## src/rtl/tone_seq_voice.sv

```systemverilog
// tone_seq_voice: single-voice square-wave note sequencer.
// Accepts one note request at a time. It plays a square wave whose
// half-period comes from a note table shifted by an octave, for a set
// number of duration ticks. A silent gap follows, and then done pulses.
// Ports:
//   clk, reset      - rising-edge clock, synchronous active-high reset
//   note_valid/ready- request handshake (ready only in IDLE)
//   note, octave,dur- note index (0/15 rest), octave shift, length in ticks
//   abort           - abandon the current note without a done pulse
//   speaker         - registered square-wave output
//   busy, done      - playing/gapping flag, one-cycle completion pulse
module tone_seq_voice #(
    parameter int unsigned CLK_HZ    = 100_000_000,
    parameter int unsigned CNT_W     = 18,
    parameter int unsigned DUR_W     = 10,
    parameter int unsigned TICK_CYC  = 100_000,
    parameter int unsigned GAP_TICKS = 10
) (
    input  logic             clk,
    input  logic             reset,
    input  logic             note_valid,
    output logic             note_ready,
    input  logic [3:0]       note,
    input  logic [1:0]       octave,
    input  logic [DUR_W-1:0] dur,
    input  logic             abort,
    output logic             speaker,
    output logic             busy,
    output logic             done
);

    localparam int unsigned CYC_W = (TICK_CYC > 1) ? $clog2(TICK_CYC) : 1;
    localparam int unsigned GAP_W = (GAP_TICKS > 1) ? $clog2(GAP_TICKS + 1) : 1;
    localparam int unsigned TK_W  = (DUR_W > GAP_W) ? DUR_W : GAP_W;
    localparam logic [63:0] CLK64 = 64'(CLK_HZ);
    localparam logic [CYC_W-1:0] CYC_LAST = CYC_W'(TICK_CYC - 1);
    localparam logic [TK_W-1:0]  GAP_LAST = TK_W'(GAP_TICKS - 1);

    // Half-periods at 100 MHz; rescaled to CLK_HZ with rounding below.
    localparam logic [63:0] H100 [16] = '{
        64'd0,
        64'd191110, 64'd170265, 64'd151685, 64'd143172, 64'd127551,
        64'd113636, 64'd101239, 64'd95556,  64'd85131,  64'd75843,
        64'd71586,  64'd63776,  64'd56818,  64'd50619,
        64'd0
    };

    typedef enum logic [1:0] {IDLE, PLAY, GAP} state_t;

    state_t           state, state_next;
    logic             done_next;
    logic [CNT_W-1:0] half_tab [16];
    logic [CNT_W-1:0] half_shift;
    logic             tone_in;
    logic [CNT_W-1:0] half;
    logic             tonal;
    logic [TK_W-1:0]  play_last;
    logic [CNT_W-1:0] phase;
    logic [CYC_W-1:0] cyc;
    logic [TK_W-1:0]  tick;
    logic             cyc_end, play_end, gap_end, toggle;

    // Constant half-period table for this clock frequency.
    for (genvar g = 0; g < 16; g++) begin : g_tab
        assign half_tab[g] = CNT_W'((H100[g] * CLK64 + 64'd50_000_000) / 64'd100_000_000);
    end

    assign half_shift = half_tab[note] >> octave;
    assign tone_in    = (note != 4'd0) && (note != 4'd15);
    assign cyc_end    = (cyc == CYC_LAST);
    assign play_end   = cyc_end && (tick == play_last);
    assign gap_end    = cyc_end && (tick == GAP_LAST);
    assign toggle     = (state == PLAY) && tonal && (phase == half - CNT_W'(1));

    // Next-state and done decode; abort overrides any end-of-note event.
    always_comb begin
        state_next = state;
        done_next  = 1'b0;
        unique case (state)
            IDLE: begin
                if (note_valid) state_next = PLAY;
            end
            PLAY: begin
                if (abort) begin
                    state_next = IDLE;
                end else if (play_end) begin
                    if (GAP_TICKS == 0) begin
                        state_next = IDLE;
                        done_next  = 1'b1;
                    end else begin
                        state_next = GAP;
                    end
                end
            end
            GAP: begin
                if (abort) begin
                    state_next = IDLE;
                end else if (gap_end) begin
                    state_next = IDLE;
                    done_next  = 1'b1;
                end
            end
            default: state_next = IDLE;
        endcase
    end

    // State, registered outputs, latched request and counters.
    always_ff @(posedge clk) begin
        if (reset) begin
            state      <= IDLE;
            done       <= 1'b0;
            busy       <= 1'b0;
            note_ready <= 1'b1;
            speaker    <= 1'b0;
            half       <= '0;
            tonal      <= 1'b0;
            play_last  <= '0;
            phase      <= '0;
            cyc        <= '0;
            tick       <= '0;
        end else begin
            state      <= state_next;
            done       <= done_next;
            busy       <= (state_next != IDLE);
            note_ready <= (state_next == IDLE);

            if (state == IDLE && state_next == PLAY) begin
                tonal     <= tone_in;
                half      <= (half_shift == '0) ? CNT_W'(1) : half_shift;
                play_last <= (dur == '0) ? '0 : TK_W'(dur - DUR_W'(1));
                speaker   <= tone_in;
            end else if (state_next != PLAY) begin
                speaker <= 1'b0;
            end else if (toggle) begin
                speaker <= ~speaker;
            end

            // Counters restart on every state change, so they never wrap.
            if (state_next != state) begin
                cyc   <= '0;
                tick  <= '0;
                phase <= '0;
            end else if (state != IDLE) begin
                cyc <= cyc_end ? '0 : cyc + CYC_W'(1);
                if (cyc_end) tick <= tick + TK_W'(1);
                if (toggle) phase <= '0;
                else if (state == PLAY && tonal) phase <= phase + CNT_W'(1);
            end
        end
    end

endmodule

```

## config.mk

```make
export PLATFORM = sky130hd
export DESIGN_NAME = tone_seq_voice
export DESIGN_NICKNAME = d
export VERILOG_FILES = /design/src/rtl/tone_seq_voice.sv
export SDC_FILE = /design/constraint.sdc
export NUM_CORES = 1
export LEC_CHECK = 0
export ABC_AREA = 1
export BUFFER_PORTS_ARGS = -buffer_cell sky130_fd_sc_hd__buf_2
export CAP_MARGIN = 20
export CORE_MARGIN = 3
export CORE_UTILIZATION = 30
export DETAILED_ROUTE_END_ITERATION = 7
export PLACE_DENSITY = 0.45
export SLEW_MARGIN = 0
export SYNTH_ARGS = -nofsm -noshare
export SYNTH_HDL_FRONTEND = slang
export SYNTH_SLANG_ARGS = --single-unit
```

## constraint.sdc

```tcl
create_clock -name clk -period 6.1 [get_ports clk]
set_input_delay 0.61 -clock clk [delete_from_list [all_inputs] [get_ports clk]]
set_output_delay 0.61 -clock clk [all_outputs]
set_load 0.01 [all_outputs]
```

==> results of run 1 <==
cell type report:
cell class,instances,area (sq um),area share
clock buffer,9,225.2,0.03447
clock inverter,7,106.4,0.01628
inverter,138,518.0,0.07928
multi-input combinational,692,3635,0.5563
sequential,80,1602,0.2451
tap,260,325.3,0.04979
timing repair buffer,24,122.6,0.01877
where the power goes:
group          switching, W  internal (W)  total, W
registers         0.0000209      0.000541  0.000562
logic              0.000194     0.0000937  0.000288
clock network      0.000245      0.000367  0.000612
path summary, 6_finish.rpt:
| path | startpoint | end | slack (ns) | depth (start not counted) |
|---|---|---|---|---|
| min | abort | done$_SDFF_PP0_ | 0.47 | 2 |
| max reg2reg | state[1]$_SDFF_PP0_ | speaker$_SDFFE_PP0P_ | 3.48 | 10 |
| max | state[1]$_SDFF_PP0_ | speaker$_SDFFE_PP0P_ | 3.48 | 10 |
| min reg2reg | play_last[7]$_SDFFE_PP0P_ | play_last[7]$_SDFFE_PP0P_ | 0.47 | 2 |
registers in the layout (all words and copies together), names as in the netlist:
name / flops
half: 18
busy: 1
cyc: 17
play_last: 10
done: 1
note_ready: 1
tick: 10
phase: 18
state: 2
speaker: 1
tonal: 1
logic make-up (layout without fill, tap and decap cells):
family                   count (synthesis)  count (layout)  share of synthesized area
AO/OA/AOI/OAI                          107             107                     0.1034
flip-flops                              80              80                     0.2719
AND/OR/NAND/NOR                        529             529                     0.4227
adder cells (fa/ha/maj)                 12              12                    0.02549
XOR/XNOR                                44              44                    0.06542
buffers and inverters                  162             178                     0.1111
synthesized netlist by cell type (all sizes together), types with 7 or more instances:
library cell  count  area share
o211ai           12       0.015
inv             135       0.086
nand2           218        0.15
dfxtp            80        0.27
a21oi            35       0.033
xor2             31       0.046
buf              10       0.014
xnor2            13       0.019
nand3            90       0.082
nand4            25       0.027
nor2            150        0.11
nor3             29       0.035
clkbuf           14      0.0089
nor4              7      0.0085
ha               12       0.025
o21ai            52       0.044
through the flow:
stage	std cells	util	instance area [sq um]
after global routing	1210	0.3436	6534
after global placement	1194	0.3261	6202
after floorplan	934	-	5891
after CTS	1210	0.3436	6534
after detailed placement	1194	0.3261	6202
final	1210	0.3436	6534
worst max-delay path, cell delays in order (launching register included):
cell and delay (ns):
sky130_fd_sc_hd__dfxtp_1 0.40, sky130_fd_sc_hd__nor2_1 0.20, sky130_fd_sc_hd__nand2_1 0.13, sky130_fd_sc_hd__buf_4 0.31
sky130_fd_sc_hd__clkinv_1 0.68, sky130_fd_sc_hd__o21ai_0 0.50, sky130_fd_sc_hd__nand2_1 0.10, sky130_fd_sc_hd__inv_1 0.06
sky130_fd_sc_hd__nand2_1 0.05, sky130_fd_sc_hd__inv_1 0.05, sky130_fd_sc_hd__nor2_1 0.03
routing by layer:
metal  vias to the layer above  wire length (um)  GRT usage
li1                       3019                 -          -
met1                      2437              7884     0.2045
met2                        92              6610     0.2239
met3                        21               425    0.01986
met4                         0               313    0.04939
met5                         -                 0          0
==> results.tsv, run 1 <==
stage	metric	value	unit
cts	buffer depth of the longest clock path	2	
synth	Mapped Area	5891	sq um
drt	per-cell routed wire length	12.59	um
synth	warning count from the yosys run	0	
worst_setup_path	endpoint required time on the critical path	6.35	ns
drt	Total Wirelength	15.23	mm
sta	number of setup violations in the final report	0	
synth	register bit count reported by yosys	80	
final_layout	top library cells by usage in the layout, fill and taps aside	209 x sky130_fd_sc_hd__nand2_1, 128 x sky130_fd_sc_hd__inv_1, 124 x sky130_fd_sc_hd__nor2_1	
synth	Synth Instances	934	
worst_setup_path	signal arrival time at the worst endpoint	2.87	ns
synth	portion of the post-synthesis area used by sequential elements	0.2719	
final_layout	antenna cells	0	
global_routing	initial antenna violation count	0	
sta	Max Slew Vio Count	0	
cts	cells resized by post-CTS repair	0	
final_layout	most common cell after layout, fill and taps aside	sky130_fd_sc_hd__nand2_1	
worst_hold_path	class of the most critical hold timing path	in2reg	
sta	final count of hold timing violations	0	
synth	per-instance average area after synthesis	6.307	sq um
final_layout	number of fill cells	2114	
worst_setup_path	highest fanout seen on the critical path	34	
final_layout	share of layout cells above drive strength 1	0.1147	
die	die area	21350	sq um
cts	total of hold buffers inserted after clock tree synthesis	0	
run	Max Cap Violations	0	
synth	Syn Nets	966	
die	cell row count	50	
drt	Starting DRT DRC Count	270	
global_routing	wire length of the first global-routing pass	25.69	mm
drt	Residual DRC	0	
sta	Rel. slew slack	0.5024	
drt	DR vias/cell	4.602	
global_routing	largest net degree at the start of global routing	35	
sta	Highest Clock Rate	381.3	MHz
cts	CTS buffer count	9	
die	starting utilization of the core area	0.3097	
sta	Post-Route Skew	0.01376	ns
global_routing	vias in the first global route	5205	
die	Die W	146.1	um
global_routing	GRT Total Usage	0.1439	
worst_setup_path	launching element type of the critical path	flip-flop	
synth	Post-synth top flop	sky130_fd_sc_hd__dfxtp_1	
cts	CTS H-tree depth	3	
cts	later-pin clock latency in the skew report	0.35	ns
sta	minimum setup slack in the final design	3.478	ns
drt	Detail Route Antenna Nets	0	
pwr	total power divided by cell area	223.7	nW/um^2
pwr	worst-case vdd ir drop	142.2	uV
sta	TNS Setup	0	ns
worst_setup_path	worst setup path category	reg2reg	
synth	Async S/R FF share, synth	0	
cts	clock transition time at the flip-flop clock pins of the worst setup and hold paths	0.07	ns
final_layout	Nets	977	
place	placer congestion estimate	0.8625	
worst_setup_path	critical path capture point type	flip-flop	
sta	min cycle time layout	2.622	ns
place	I/O Buffers	23	
drt	length of the first detailed-routing pass in iterations	5	
cts	TritonCTS sink count	80	
sta	crit share post-route	0.4299	
die	core outline area	19020	sq um
cts	root buffer cell	sky130_fd_sc_hd__clkbuf_16	
pwr	overall power after layout	0.001462	W
pwr	leakage power of the design	2.838	nW
cts	number of buffers added for setup after CTS	0	
sta	Least-Margin Pin Slew	0.7419	ns
die	number of placed I/O pins	24	
final_layout	layout-stage area growth over the synthesis result	10.92	%
sta	RSZ-0062 raised after global routing	false	
synth	number of enable-type register cells in the synthesized netlist	0	
die	die boundary height	146.1	um
sta	smallest hold slack	0.4651	ns
synth	unique cell type count in the Yosys netlist	43	
place	DP HPWL	11.93	mm
drt	Vias	5569	
global_routing	GRT overflow	0	
place	worst-case setup slack after placement	3.296	ns
outcome	outcome	completed	
cts	clock tree from TritonCTS	done	
Power figures use the tool's default switching activity.
==> run 2: changes to the inputs <==
Settings changed: PLACE_DENSITY 0.45 to 0.46.
Clock period 6.1 ns to 2.4 ns, I/O delays scaled along.
==> results.tsv, run 2 (synthesis gave the netlist of run 1 again) <==
stage	metric	value	unit	change
outcome	outcome	completed		unchanged
worst_setup_path	largest incremental delay on the critical path	0.42	ns	was 0.68 ns
worst_setup_path	Crit path top cell by count	sky130_fd_sc_hd__nor2_1		was sky130_fd_sc_hd__nand2_1
cts	root buffer cell	sky130_fd_sc_hd__clkbuf_16		unchanged
cts	clock transition time at the flip-flop clock pins of the worst setup and hold paths	0.07	ns	about the same
sta	crit share post-route	0.9110		was 0.4299
global_routing	wire length of the first global-routing pass	25.75	mm	was 25.69 mm
worst_setup_path	Top Family by Delay on Critical Path	simple AND/OR/NAND/NOR gates		was buffers and inverters
die	number of placed I/O pins	24		unchanged
drt	Total Wirelength	15.22	mm	was 15.23 mm
cts	later-pin clock latency in the skew report	0.35	ns	about the same
worst_setup_path	worst setup path category	reg2reg		unchanged
place	cell count after placement	1207		was 1194
drt	length of the first detailed-routing pass in iterations	6		was 5
cts	CTS buffer count	9		unchanged
cts	number of buffers added for setup after CTS	0		unchanged
die	Die W	146.1	um	unchanged
sta	Highest Clock Rate	457.4	MHz	was 381.3 MHz
die	die boundary height	146.1	um	unchanged
drt	Detail Route Antenna Nets	0		unchanged
sta	Post-Route Skew	0.01070	ns	was 0.01376 ns
sta	number of setup violations in the final report	0		unchanged
cts	total of hold buffers inserted after clock tree synthesis	0		unchanged
pwr	total power divided by cell area	562.6	nW/um^2	was 223.7 nW/um^2
worst_setup_path	highest fanout seen on the critical path	15		was 34
worst_setup_path	signal arrival time at the worst endpoint	2.42	ns	was 2.87 ns
global_routing	vias in the first global route	5229		was 5205
global_routing	GRT Total Usage	0.1444		was 0.1439
sta	Rel. slew slack	0.6225		was 0.5024
run	Max Cap Violations	0		unchanged
cts	buffer depth of the longest clock path	2		unchanged
cts	CTS H-tree depth	3		unchanged
pwr	leakage power of the design	2.908	nW	was 2.838 nW
pwr	Switch Pwr	0.001171	W	was 0.0004602 W
die	core outline area	19020	sq um	unchanged
place	I/O Buffers	23		unchanged
final_layout	cell area after layout	6646	sq um	was 6534 sq um
die	cell row count	50		unchanged
pwr	relative contribution of sequential cells to total power	0.382		was 0.384
pwr	worst-case vdd ir drop	331.7	uV	was 142.2 uV
place	area post-placement	6312	sq um	was 6202 sq um
cts	cells resized by post-CTS repair	0		unchanged
worst_setup_path	cells along the critical path	inv_1, ha_1, nand2_1, inv_1, nor2_1, nand2_1, nor2_1, nand2_1, nor2_1, nand3_1, nor2_1, nand3_2, nand2_4, a21oi_1		was nor2_1, nand2_1, buf_4, clkinv_1, o21ai_0, nand2_1, inv_1, nand2_1, inv_1, nor2_1
global_routing	largest net degree at the start of global routing	26		was 35
final_layout	share of layout cells above drive strength 1	0.1267		was 0.1147
sta	minimum setup slack in the final design	0.2136	ns	was 3.478 ns
global_routing	GRT overflow	0		unchanged
drt	DR vias/cell	4.601		was 4.602
die	die area	21350	sq um	unchanged
final_layout	largest registers	half (18), phase (18), cyc (17)		unchanged
worst_setup_path	critical path capture point type	flip-flop		unchanged
worst_setup_path	master of the slowest instance on the critical path	sky130_fd_sc_hd__dfxtp_1		was sky130_fd_sc_hd__clkinv_1
final_layout	layout-stage area growth over the synthesis result	12.83	%	was 10.92%
final_layout	antenna cells	0		unchanged
final_layout	most common cell after layout, fill and taps aside	sky130_fd_sc_hd__nand2_1		unchanged
worst_setup_path	Worst Path Buf+Inv	2		was 4
drt	Residual DRC	0		unchanged
pwr	part of the total power dissipated in the clock network	0.416		was 0.419
pwr	fraction of power spent switching nets	0.3133		was 0.3149
place	placer congestion estimate	0.9009		was 0.8625
sta	final count of hold timing violations	0		unchanged
pwr	power share of the combinational group	0.202		was 0.197
global_routing	initial antenna violation count	0		unchanged
sta	RSZ-0062 raised after global routing	false		unchanged
sta	Least-Margin Pin Slew	0.5620	ns	was 0.7419 ns
sta	TNS Setup	0	ns	unchanged
place	DP HPWL	12.14	mm	was 11.93 mm
pwr	total internal power	0.002568	W	was 0.001002 W
final_layout	fin util	0.3495		was 0.3436
drt	per-cell routed wire length	12.44	um	was 12.59 um
final_layout	Nets	990		was 977
drt	Vias	5627		was 5569
sta	Max Slew Vio Count	0		unchanged
final_layout	top library cells by usage in the layout, fill and taps aside	209 x sky130_fd_sc_hd__nand2_1, 128 x sky130_fd_sc_hd__inv_1, 124 x sky130_fd_sc_hd__nor2_1		unchanged
cts	clock tree from TritonCTS	done		unchanged
drt	Starting DRT DRC Count	321		was 270
die	starting utilization of the core area	0.3097		unchanged
final_layout	non-filler instance count after layout	1223		was 1210
cts	TritonCTS sink count	80		unchanged
worst_setup_path	endpoint required time on the critical path	2.63	ns	was 6.35 ns
worst_hold_path	class of the most critical hold timing path	in2reg		unchanged
sta	min cycle time layout	2.186	ns	was 2.622 ns
place	worst-case setup slack after placement	0.1811	ns	was 3.296 ns
worst_setup_path	launching element type of the critical path	flip-flop		unchanged
==> run 2: cell count changes in the layout (fill, tap and decap cells not counted), sizes merged <==
cell / previous run / this run
buf: 24 / 37
clkinv: 4 / 3
inv: 139 / 140
==> run 2: worst reg2reg max path, cell delays in order (launching register included) <==
cell and delay, ns:
sky130_fd_sc_hd__dfxtp_1 0.42, sky130_fd_sc_hd__inv_1 0.10, sky130_fd_sc_hd__ha_1 0.32, sky130_fd_sc_hd__nand2_1 0.07, sky130_fd_sc_hd__inv_1 0.04, sky130_fd_sc_hd__nor2_1 0.07, sky130_fd_sc_hd__nand2_1 0.06, sky130_fd_sc_hd__nor2_1 0.13
sky130_fd_sc_hd__nand2_1 0.07, sky130_fd_sc_hd__nor2_1 0.09, sky130_fd_sc_hd__nand3_1 0.07, sky130_fd_sc_hd__nor2_1 0.12, sky130_fd_sc_hd__nand3_2 0.18, sky130_fd_sc_hd__nand2_4 0.27, sky130_fd_sc_hd__a21oi_1 0.07
==> run 2: area by class of cell <==
type,count,area [sq um]
clock buffer,9,225.2
sequential,80,1602
clock inverter,7,108.9
fill,2141,12370
inverter,138,518.0
tap,260,325.3
timing repair buffer,37,232.7
multi-input combinational,692,3635
==> run 2: path summary, 6_finish.rpt <==
path / cells after the start / start / slack [ns] / endpoint
max: 14 / half[0]$_SDFFE_PP0P_ / 0.21 / phase[16]$_SDFFE_PP0P_
min reg2reg: 2 / play_last[7]$_SDFFE_PP0P_ / 0.48 / play_last[7]$_SDFFE_PP0P_
min: 2 / abort / 0.11 / done$_SDFF_PP0_
max reg2reg: 14 / half[0]$_SDFFE_PP0P_ / 0.21 / phase[16]$_SDFFE_PP0P_
==> run 2: routing by layer <==
metal  share of wire  GRT usage
met2            0.43     0.2211
met3           0.033    0.02421
met1            0.52     0.2057
met4           0.018    0.04939
met5               0          0
==> run 2: power by group through the flow <==
stage          combinational [W]  clock [W]  sequential (W)
5_1_grt                 0.000865    0.00166         0.00143
4_1_cts                 0.000761    0.00161         0.00143
6_report                0.000756    0.00156         0.00143
3_3_place_gp            0.000762          0         0.00146
2_1_floorplan           0.000574          0         0.00144
3_5_place_dp            0.000758          0         0.00146
==> run 2: through the flow <==
stage / hold WS (ns) / power, W
5_1_grt: 0.1047 / 0.003961
2_1_floorplan: 0.3168 / 0.002017
3_3_place_gp: 0.4794 / 0.002219
3_5_place_dp: 0.4750 / 0.002216
6_report: 0.1053 / 0.003739
4_1_cts: 0.09752 / 0.003795
